[src/rtl/imem_loader_pkg.sv]
// imem_loader_pkg: shared loader constants, state encodings and the FSM state type.
`ifndef INS_START_ADDRESS
`define INS_START_ADDRESS 32'h0000_0000
`endif
`ifndef LOADER_SYNC_BYTE
`define LOADER_SYNC_BYTE 8'hA5
`define LD_IDLE  3'd0
`define LD_LEN   3'd1
`define LD_DATA  3'd2
`define LD_CSUM  3'd3
`define LD_DONE  3'd4
`define LD_ERROR 3'd5
`endif

package imem_loader_pkg;
    localparam int unsigned LOADER_MAX_BYTES = 1001;
    typedef enum logic [2:0] {
        IDLE  = `LD_IDLE,
        LEN   = `LD_LEN,
        DATA  = `LD_DATA,
        CSUM  = `LD_CSUM,
        DONE  = `LD_DONE,
        ERROR = `LD_ERROR
    } ld_state_t;
endpackage

[src/rtl/imem_loader_if.sv]
// imem_loader_if: byte receive stream plus the byte-wide instruction-memory load port.
interface imem_loader_if;
    logic        rx_valid;
    logic [7:0]  rx_data;
    logic        rx_ready;
    logic        PC_to_mem_enable;
    logic [7:0]  PC_to_mem_data;
    logic [31:0] PC_to_mem_address;
    modport master (input rx_valid, rx_data,
                    output rx_ready, PC_to_mem_enable, PC_to_mem_data, PC_to_mem_address);
    modport slave  (output rx_valid, rx_data,
                    input rx_ready, PC_to_mem_enable, PC_to_mem_data, PC_to_mem_address);
endinterface

[src/rtl/imem_loader_checksum.sv]
// loader_checksum: mod-256 running sum of payload bytes, checked against a two's-complement trailer.
`ifdef IMEM_LOADER_CHECKSUM_EN
module loader_checksum (
    input  logic       clk,
    input  logic       rst,
    input  logic       clr,
    input  logic       add,
    input  logic [7:0] din,
    output logic       ok
);
    logic [7:0] sum;
    always_ff @(posedge clk)
        if (rst || clr) sum <= '0;
        else if (add) sum <= sum + din;
    assign ok = din == 8'(~sum + 8'd1);
endmodule
`endif

[src/rtl/imem_loader.sv]
// imem_loader: parses SYNC/len/payload frames into INS_MEMORY writes and holds the CPU until a good load.
// Defining IMEM_LOADER_CHECKSUM_EN adds a trailing checksum byte to each frame.
module imem_loader
    import imem_loader_pkg::*;
#(
    parameter int unsigned MAX_BYTES = LOADER_MAX_BYTES,
    parameter logic [7:0]  SYNC_BYTE = `LOADER_SYNC_BYTE
) (
    input  logic          SYS_clk,
    input  logic          SYS_reset,
    imem_loader_if.master bus,
    output logic          cpu_hold,
    output logic          load_done,
    output logic          load_error
);
    ld_state_t   state, state_n;
    logic [31:0] len, len_n, idx, waddr;
    logic [1:0]  cnt;
    logic [7:0]  wdata;
    logic        rdy, we, go, start, take, last, fin;

    assign go    = bus.rx_valid && rdy;
    assign start = go && bus.rx_data == SYNC_BYTE && (state == IDLE || state == DONE || state == ERROR);
    assign take  = go && state == DATA;
    assign len_n = {len[23:0], bus.rx_data};
    assign last  = idx == len - 32'd1;

`ifdef IMEM_LOADER_CHECKSUM_EN
    localparam ld_state_t TAIL = CSUM;
    logic csum_ok;
    loader_checksum u_csum (
        .clk(SYS_clk), .rst(SYS_reset), .clr(start), .add(take), .din(bus.rx_data), .ok(csum_ok)
    );
    // done rises on the edge that accepts a matching checksum
    assign fin = state_n == DONE;
`else
    localparam ld_state_t TAIL = DONE;
    // done rises one edge after DONE is entered, i.e. while the last write is presented
    assign fin = state == DONE;
`endif

    always_comb begin
        state_n = state;
        case (state)
            IDLE, DONE, ERROR: state_n = start ? LEN : state;
            LEN:  state_n = go && cnt == 2'd3 ?
                            (len_n > MAX_BYTES ? ERROR : len_n == 32'd0 ? TAIL : DATA) : LEN;
            DATA: state_n = go && last ? TAIL : DATA;
`ifdef IMEM_LOADER_CHECKSUM_EN
            CSUM: state_n = go ? (csum_ok ? DONE : ERROR) : CSUM;
`endif
            default: state_n = IDLE;
        endcase
    end

    always_ff @(posedge SYS_clk) begin
        if (SYS_reset) begin
            state      <= IDLE;
            len        <= '0;
            idx        <= '0;
            cnt        <= '0;
            rdy        <= 1'b0;
            we         <= 1'b0;
            wdata      <= '0;
            waddr      <= '0;
            cpu_hold   <= 1'b1;
            load_done  <= 1'b0;
            load_error <= 1'b0;
        end else begin
            state <= state_n;
            rdy   <= 1'b1;
            we    <= take;
            if (take) begin
                wdata <= bus.rx_data;
                waddr <= `INS_START_ADDRESS + idx;
                idx   <= idx + 32'd1;
            end
            if (go && state == LEN) begin
                len <= len_n;
                cnt <= cnt + 2'd1;
            end
            if (state_n == ERROR) load_error <= 1'b1;
            if (fin) begin
                load_done <= 1'b1;
                cpu_hold  <= 1'b0;
            end
            // a new SYNC outranks everything else above
            if (start) begin
                len        <= '0;
                idx        <= '0;
                cnt        <= '0;
                cpu_hold   <= 1'b1;
                load_done  <= 1'b0;
                load_error <= 1'b0;
            end
        end
    end

    assign bus.rx_ready          = rdy;
    assign bus.PC_to_mem_enable  = we;
    assign bus.PC_to_mem_data    = wdata;
    assign bus.PC_to_mem_address = waddr;
endmodule

[src/flat_wrapper.sv]
// flat-port wrapper written by rule: the top's interface ports become plain ports
module imem_loader_flat import imem_loader_pkg::*;
#(
    parameter int unsigned MAX_BYTES = LOADER_MAX_BYTES,
    parameter logic [7:0]  SYNC_BYTE = `LOADER_SYNC_BYTE
)
  (SYS_clk, SYS_reset, cpu_hold, load_done, load_error, bus_rx_valid, bus_rx_data, bus_rx_ready, bus_PC_to_mem_enable, bus_PC_to_mem_data, bus_PC_to_mem_address);
  imem_loader_if bus_i ();
  input  logic SYS_clk;
  input  logic SYS_reset;
  output logic cpu_hold;
  output logic load_done;
  output logic load_error;
  input wire logic [$bits(bus_i.rx_valid)-1:0] bus_rx_valid;
  input wire logic [$bits(bus_i.rx_data)-1:0] bus_rx_data;
  output wire logic [$bits(bus_i.rx_ready)-1:0] bus_rx_ready;
  output wire logic [$bits(bus_i.PC_to_mem_enable)-1:0] bus_PC_to_mem_enable;
  output wire logic [$bits(bus_i.PC_to_mem_data)-1:0] bus_PC_to_mem_data;
  output wire logic [$bits(bus_i.PC_to_mem_address)-1:0] bus_PC_to_mem_address;
  assign bus_i.rx_valid = bus_rx_valid;
  assign bus_i.rx_data = bus_rx_data;
  assign bus_rx_ready = bus_i.rx_ready;
  assign bus_PC_to_mem_enable = bus_i.PC_to_mem_enable;
  assign bus_PC_to_mem_data = bus_i.PC_to_mem_data;
  assign bus_PC_to_mem_address = bus_i.PC_to_mem_address;
  imem_loader #(.MAX_BYTES(MAX_BYTES), .SYNC_BYTE(SYNC_BYTE)) u_core (.SYS_clk(SYS_clk), .SYS_reset(SYS_reset), .bus(bus_i), .cpu_hold(cpu_hold), .load_done(load_done), .load_error(load_error));
endmodule
[config.mk]
export PLATFORM = sky130hd
export DESIGN_NAME = imem_loader_flat
export DESIGN_NICKNAME = d
export VERILOG_FILES = /design/src/rtl/imem_loader_pkg.sv /design/src/rtl/imem_loader_if.sv /design/src/rtl/imem_loader_checksum.sv /design/src/rtl/imem_loader.sv /design/src/flat_wrapper.sv
export SDC_FILE = /design/constraint.sdc
export NUM_CORES = 1
export LEC_CHECK = 0
export BUFFER_PORTS_ARGS = -buffer_cell sky130_fd_sc_hd__buf_2
export CAP_MARGIN = 30
export CORE_MARGIN = 5
export CORE_UTILIZATION = 55
export DETAILED_ROUTE_END_ITERATION = 7
export GPL_TIMING_DRIVEN = 0
export PLACE_DENSITY_LB_ADDON = 0.08
export RECOVER_POWER = 100
export SETUP_SLACK_MARGIN = 0.4
export SLEW_MARGIN = 30
export SYNTH_ARGS = -nofsm -noshare
export SYNTH_HDL_FRONTEND = slang
export SYNTH_SLANG_ARGS = --single-unit
export TNS_END_PERCENT = 1
[constraint.sdc]
create_clock -name SYS_clk -period 3.7 [get_ports SYS_clk]
set_input_delay 0.185 -clock SYS_clk [delete_from_list [all_inputs] [get_ports SYS_clk]]
set_output_delay 0.185 -clock SYS_clk [all_outputs]
set_load 0.01 [all_outputs]
* Yosys cells after proc, flatten, opt, wreduce, memory -nomap -nowiden *
Cells that the tools add are included.

storage, ports and cells
  output and inout bits = 45
  register bits after elaboration = 114
  bits of input ports = 11

operators by class
  eq/ne operators = 8
  $add $sub $neg = 3
  muxes and demuxes = 7
  order comparisons = 1
  reduce and logical (&&, ||, !) cells = 13

operator list
  kind                                                              count
  adder 32 x 1 -> 32 bit (second input constant)                    1
  == test 32 bit                                                    1
  greater-than comparator 32 x 10 -> 1 bit (second input constant)  1
  zero test 32 bit                                                  1
  subtractor 32 x 1 -> 32 bit (second input constant)               1
  2-to-1 mux 3 bit                                                  5
  == test 3 bit (second input constant)                             3
  case mux 3 bit (3 select lines)                                   1
  == test 8 bit (second input constant)                             1
  logical AND 1 bit                                                 7
  == test 3 x 1 -> 1 bit (second input constant)                    1
  == test 3 x 2 -> 1 bit (second input constant)                    1
  zero test 3 bit                                                   1
  OR reduction 3 bit                                                1
  adder 2 x 1 -> 2 bit (second input constant)                      1
  == test 2 bit (second input constant)                             1
  logical OR 1 bit                                                  2
  OR reduction 2 bit                                                1
  2-to-1 mux 1 bit                                                  1

* Depth between registers and ports, before layout *
  word-level depth = 7
  depth in mapped cells = 10
  mapped depth without buffers = 9

* Least setup slack after synthesis *
No wires, ideal clock.

  kind = flip-flop to flip-flop
  from = reg u_core.len[0]
  to = reg u_core.state[1]
  cell stages (with the launch flop) = 10
  library setup time = 0.116 ns
  data arrival time = 2.507 ns
  buffers on the path = 0
  clock period less this slack = 2.623 ns
  path slack = 1.077 ns
  path through = dfxtp_1 -> inv_1 -> ha_1 -> nor4b_4 -> nand4_1 -> or3_2 -> a22o_1 -> a2111oi_2 -> nand4_1 -> a41o_1

between the ends
  longest elaborated chain between the ends = 5
  elaborated cells between the ends (all ways) = 10

RTL lines
  item                                                             RTL line                              text
  start: declaration                                               imem_loader.sv:17                     logic [31:0] len, len_n, idx, waddr;
  start signal: assignment                                         imem_loader.sv:79                     len <= len_n;
  subtractor 32 x 1 -> 32 bit or zero test 32 bit (tied branches)  imem_loader.sv:26, imem_loader.sv:47
  == test 32 bit or 2-to-1 mux 3 bit (tied branches)               imem_loader.sv:26, imem_loader.sv:47
  logical AND 1 bit or 2-to-1 mux 3 bit (tied branches)            imem_loader.sv:48, imem_loader.sv:47
  2-to-1 mux 3 bit (on tied branches)                              imem_loader.sv:48, imem_loader.sv:46
  case mux 3 bit (3 select lines) *                                imem_loader.sv:44                     case (state)
  end signal: assignment                                           imem_loader.sv:70                     state <= state_n;
  end: declaration                                                 imem_loader.sv:16                     ld_state_t state, state_n;

Mark *: on every way between the ends. The rest lies on a longest branch, timed or not.
A chain may end at the register's enable or synchronous reset.

* Final worst setup path *
  from = in bus_rx_data[1]
  to = reg u_core.idx[19]

between the ends
  longest elaborated chain between the ends = 4

RTL lines
  item                             RTL line            text
  start: declaration               flat_wrapper.sv:15  input wire logic [$bits(bus_i.rx_data)-1:0] bus_rx_data;
  == test 8 bit                    imem_loader.sv:23   assign start = go && bus.rx_data == SYNC_BYTE && (state == IDLE || state == DONE || state == ERROR);
  logical AND 1 bit (2 in series)  imem_loader.sv:23
  OR reduction 2 bit (no line)     n/a
  end signal: assignment           imem_loader.sv:76   idx <= idx + 32'd1;
  end: declaration                 imem_loader.sv:17

Every way passes these cells.

==> impl_metrics.env <==
export IMPL_status="complete, no violations"
export IMPL_min_path_type="in2reg"
export IMPL_netlist_area_um2=5590
export IMPL_drv_cap=0
export IMPL_drc=0
export IMPL_maxSlewHeadroom_pct=48.2
export IMPL_rsz0062_at_grt="yes"
export IMPL_period_share_pct=88.0
export IMPL_synth_seq_area_share_pct=40.9
export IMPL_tns_ns=0
export IMPL_finalInstanceArea_um2=6670
export IMPL_drt_wirelength_per_cell_um=16.2
export IMPL_netlist_top_cells_area="dfxtp_1 41%, nand2_1 12%, a21oi_1 7.6%"
export IMPL_cts_tree="built"
export IMPL_fin_crit_ns=3.25
export IMPL_clockRootBuffer="clkbuf_8"
export IMPL_synth_cell_types=57
export IMPL_antenna_found_initial=0
export IMPL_ant_nets=0
export IMPL_initial_core_util_pct=56.9
export IMPL_fill_cells=880
export IMPL_multi_input_area_um2=3080
export IMPL_fmax_ghz=0.307
export IMPL_syn_inst=718
export IMPL_layout_cells_non_filler=947
export IMPL_powerDensity_nw_per_um2=446
export IMPL_insertion_delay_ns=0.52
export IMPL_ys_ff_latch=114
export IMPL_criticalPathCategory="in2reg"
export IMPL_place_area_um2=6020
export IMPL_placed_cells=905
export IMPL_antennaDiodeCount=0
export IMPL_grt_ovfl_total=0
export IMPL_synthToLayoutAreaGrowth_pct=19.5
export IMPL_grt_pass1_wl_um=25500
export IMPL_vias=5307
export IMPL_postCtsSetupBuffers=0
export IMPL_pin_count=56
export IMPL_final_max_slew_viol_count=0
export IMPL_regToRegSetupSlack_ns=0.61
export IMPL_grt_start_max_net_pins=17
export IMPL_num_rows=36
export IMPL_setup_violations=0
export IMPL_cts_buffer_depth=2
export IMPL_die_w_um=111
export IMPL_cts_made_buffers=17
export IMPL_power_total_w=0.00298
export IMPL_regArea_um2=2280
export IMPL_floorplan_die_height_um=111
export IMPL_dp_hpwl_um=11100
export IMPL_drive_above_1_share_pct=7.62
export IMPL_finalHoldViolCount=0
export IMPL_synth_top_area_cell="dfxtp_1"
export IMPL_cp_required_ns=4.08
export IMPL_syn_area_per_cell_um2=7.78
export IMPL_synth_top_area_share_pct=40.9
export IMPL_syn_num_nets=734
export IMPL_whs_ns=0.253
export IMPL_clkSinkCount=114
export IMPL_peakVddDrop_mv=0.342
export IMPL_drt_total_wl_um=15400
export IMPL_crit_arrival_ns=3.64
export IMPL_first_iter_violations=360
export IMPL_nets=817
export IMPL_p_leak_nw=2.35
export IMPL_path_clk_slew_ns=0.06
export IMPL_dr_pass1_iters=5
export IMPL_critPathCaptureType="flop"
export IMPL_ys_warn_count=0
export IMPL_tightest_slew_ns=0.758
export IMPL_portBuffers=54
export IMPL_finClkSkew_ns=0.0129
export IMPL_worstPathMaxFanout=10
export IMPL_htree_levels=4
export IMPL_grt_pass1_vias=4989
export IMPL_gp_congestion=0.920
export IMPL_routed_via_density=5.60
export IMPL_cp_start_kind="input port"
export IMPL_design_die_area_um2=12300
export IMPL_core_area_um2=9820
export IMPL_grt_usage_pct=25.5
[cells in the final DEF (no fill, tap or decap), types with 7 or more instances in the layout]
master and instances:
nor3_1 13, xor2_1 24, xnor2_1 42, nor2_1 54
clkbuf_1 87, nand2_1 174, and3_1 10, nor4_1 17
buf_2 9, inv_1 9, nand3_1 18, dlygate4sd3_1 10
a21oi_1 85, nand4_1 12, o21ai_0 16, clkbuf_16 16
and4_1 7, dfxtp_1 114
[cell type report]
| cell class | instances | share of cell area, % |
|---|---|---|
| Tap cell | 133 | 2.49 |
| Buffer | 44 | 2.74 |
| Clock inverter | 13 | 2.77 |
| Multi-Input combinational cell | 551 | 46.1 |
| Timing Repair Buffer | 64 | 4.69 |
| Inverter | 9 | 0.506 |
| Clock buffer | 19 | 6.47 |
| Sequential cell | 114 | 34.2 |
[cell usage after synthesis, drive strengths merged]
master and count:
nand2 174, dfxtp 114, a21oi 85, nor2 54, xnor2 42, clkbuf 39
xor2 24, nor4 19, nand3 18, o21ai 16, nor3 15, nand4 12
and3 10, inv 9, or3 9, and4 7, or2 7, a31oi 6
and2 6, buf 5, ha 5, nand2b 5, or4 5, nor4b 4
nand3b 3, o31ai 3, a2111oi 2, a22o 2, mux2i 2, o2111ai 2
o22ai 2, a211o 1, a21bo 1, a41o 1, and3b 1, and4b 1
nand4b 1, nor3b 1, o2111a 1, o21ba 1, o221ai 1, o311a 1
or4b 1
[critical path, stage by stage]
cell	delay (ns)
dlygate4sd3_1	0.53
clkbuf_1	0.14
nor4_1	0.45
nand4b_1	0.15
a2111oi_0	0.70
or2_2	0.22
clkbuf_1	0.23
clkbuf_1	0.41
clkbuf_1	0.50
nor2_1	0.11
[kinds of logic (layout without fill, tap and decap cells)]
logic type / count (synthesis) / in the layout / share of synthesized area [%]
multiplexers: 2 / 2 / 0.358
flip-flops: 114 / 114 / 40.9
AND/OR/NAND/NOR: 353 / 353 / 30.7
buffers and inverters: 53 / 149 / 4.01
adder cells (fa/ha/maj): 5 / 5 / 1.12
XOR/XNOR: 66 / 66 / 10.3
AO/OA/AOI/OAI: 125 / 125 / 12.6
[power breakdown]
part / internal [W] / switching [W]
Sequential: 0.00123 / 0.000000479
Combinational: 0.0000155 / 0.0000357
Clock: 0.00111 / 0.000588
Total: 0.00235 / 0.000624
[path summary, 6_finish.rpt]
check,from,end,depth (start not counted)
worst max-delay path,bus_rx_data[1],u_core.idx[19],10
worst min-delay path,bus_rx_valid,u_core.state[0],5
worst max register to register,u_core.len[0],u_core.state[1],9
worst min register to register,u_core.bus.PC_to_mem_address[26],u_core.bus.PC_to_mem_address[26],2
[what timing repair did]
| action | CTS | global route |
|---|---|---|
| hold endpoints to repair | 18 | 0 |
| resized for setup | 0 | 1 |
| hold buffers | 10 | 0 |
| setup endpoints to repair | 0 | 11 |
[flip-flops by register name, indices dropped and copies added (netlist names)]
| register | flops |
|---|---|
| u_core.cpu_hold | 1 |
| u_core.len | 32 |
| u_core.load_done | 1 |
| u_core.cnt | 2 |
| u_core.load_error | 1 |
| u_core.idx | 32 |
| u_core.bus.PC_to_mem_data | 8 |
| u_core.bus.rx_ready | 1 |
| u_core.bus.PC_to_mem_enable | 1 |
| u_core.bus.PC_to_mem_address | 32 |
| u_core.state | 3 |
[through the flow]
step / util, % / setup WS [ns]
2_1_floorplan: - / 1.08
3_3_place_gp: 61.3 / 0.605
3_5_place_dp: 61.3 / 0.559
4_1_cts: 68.6 / 0.469
5_1_grt: 68.0 / 0.180
6_report: 68.0 / 0.445
[metal layers]
layer	vias up	routed length [um]	track usage, %
li1	2635	-	-
met1	2489	7060	34.6
met2	165	7120	40.0
met3	18	891	5.84
met4	0	311	8.62
met5	-	0	0
(Power assumes the default switching activity.)
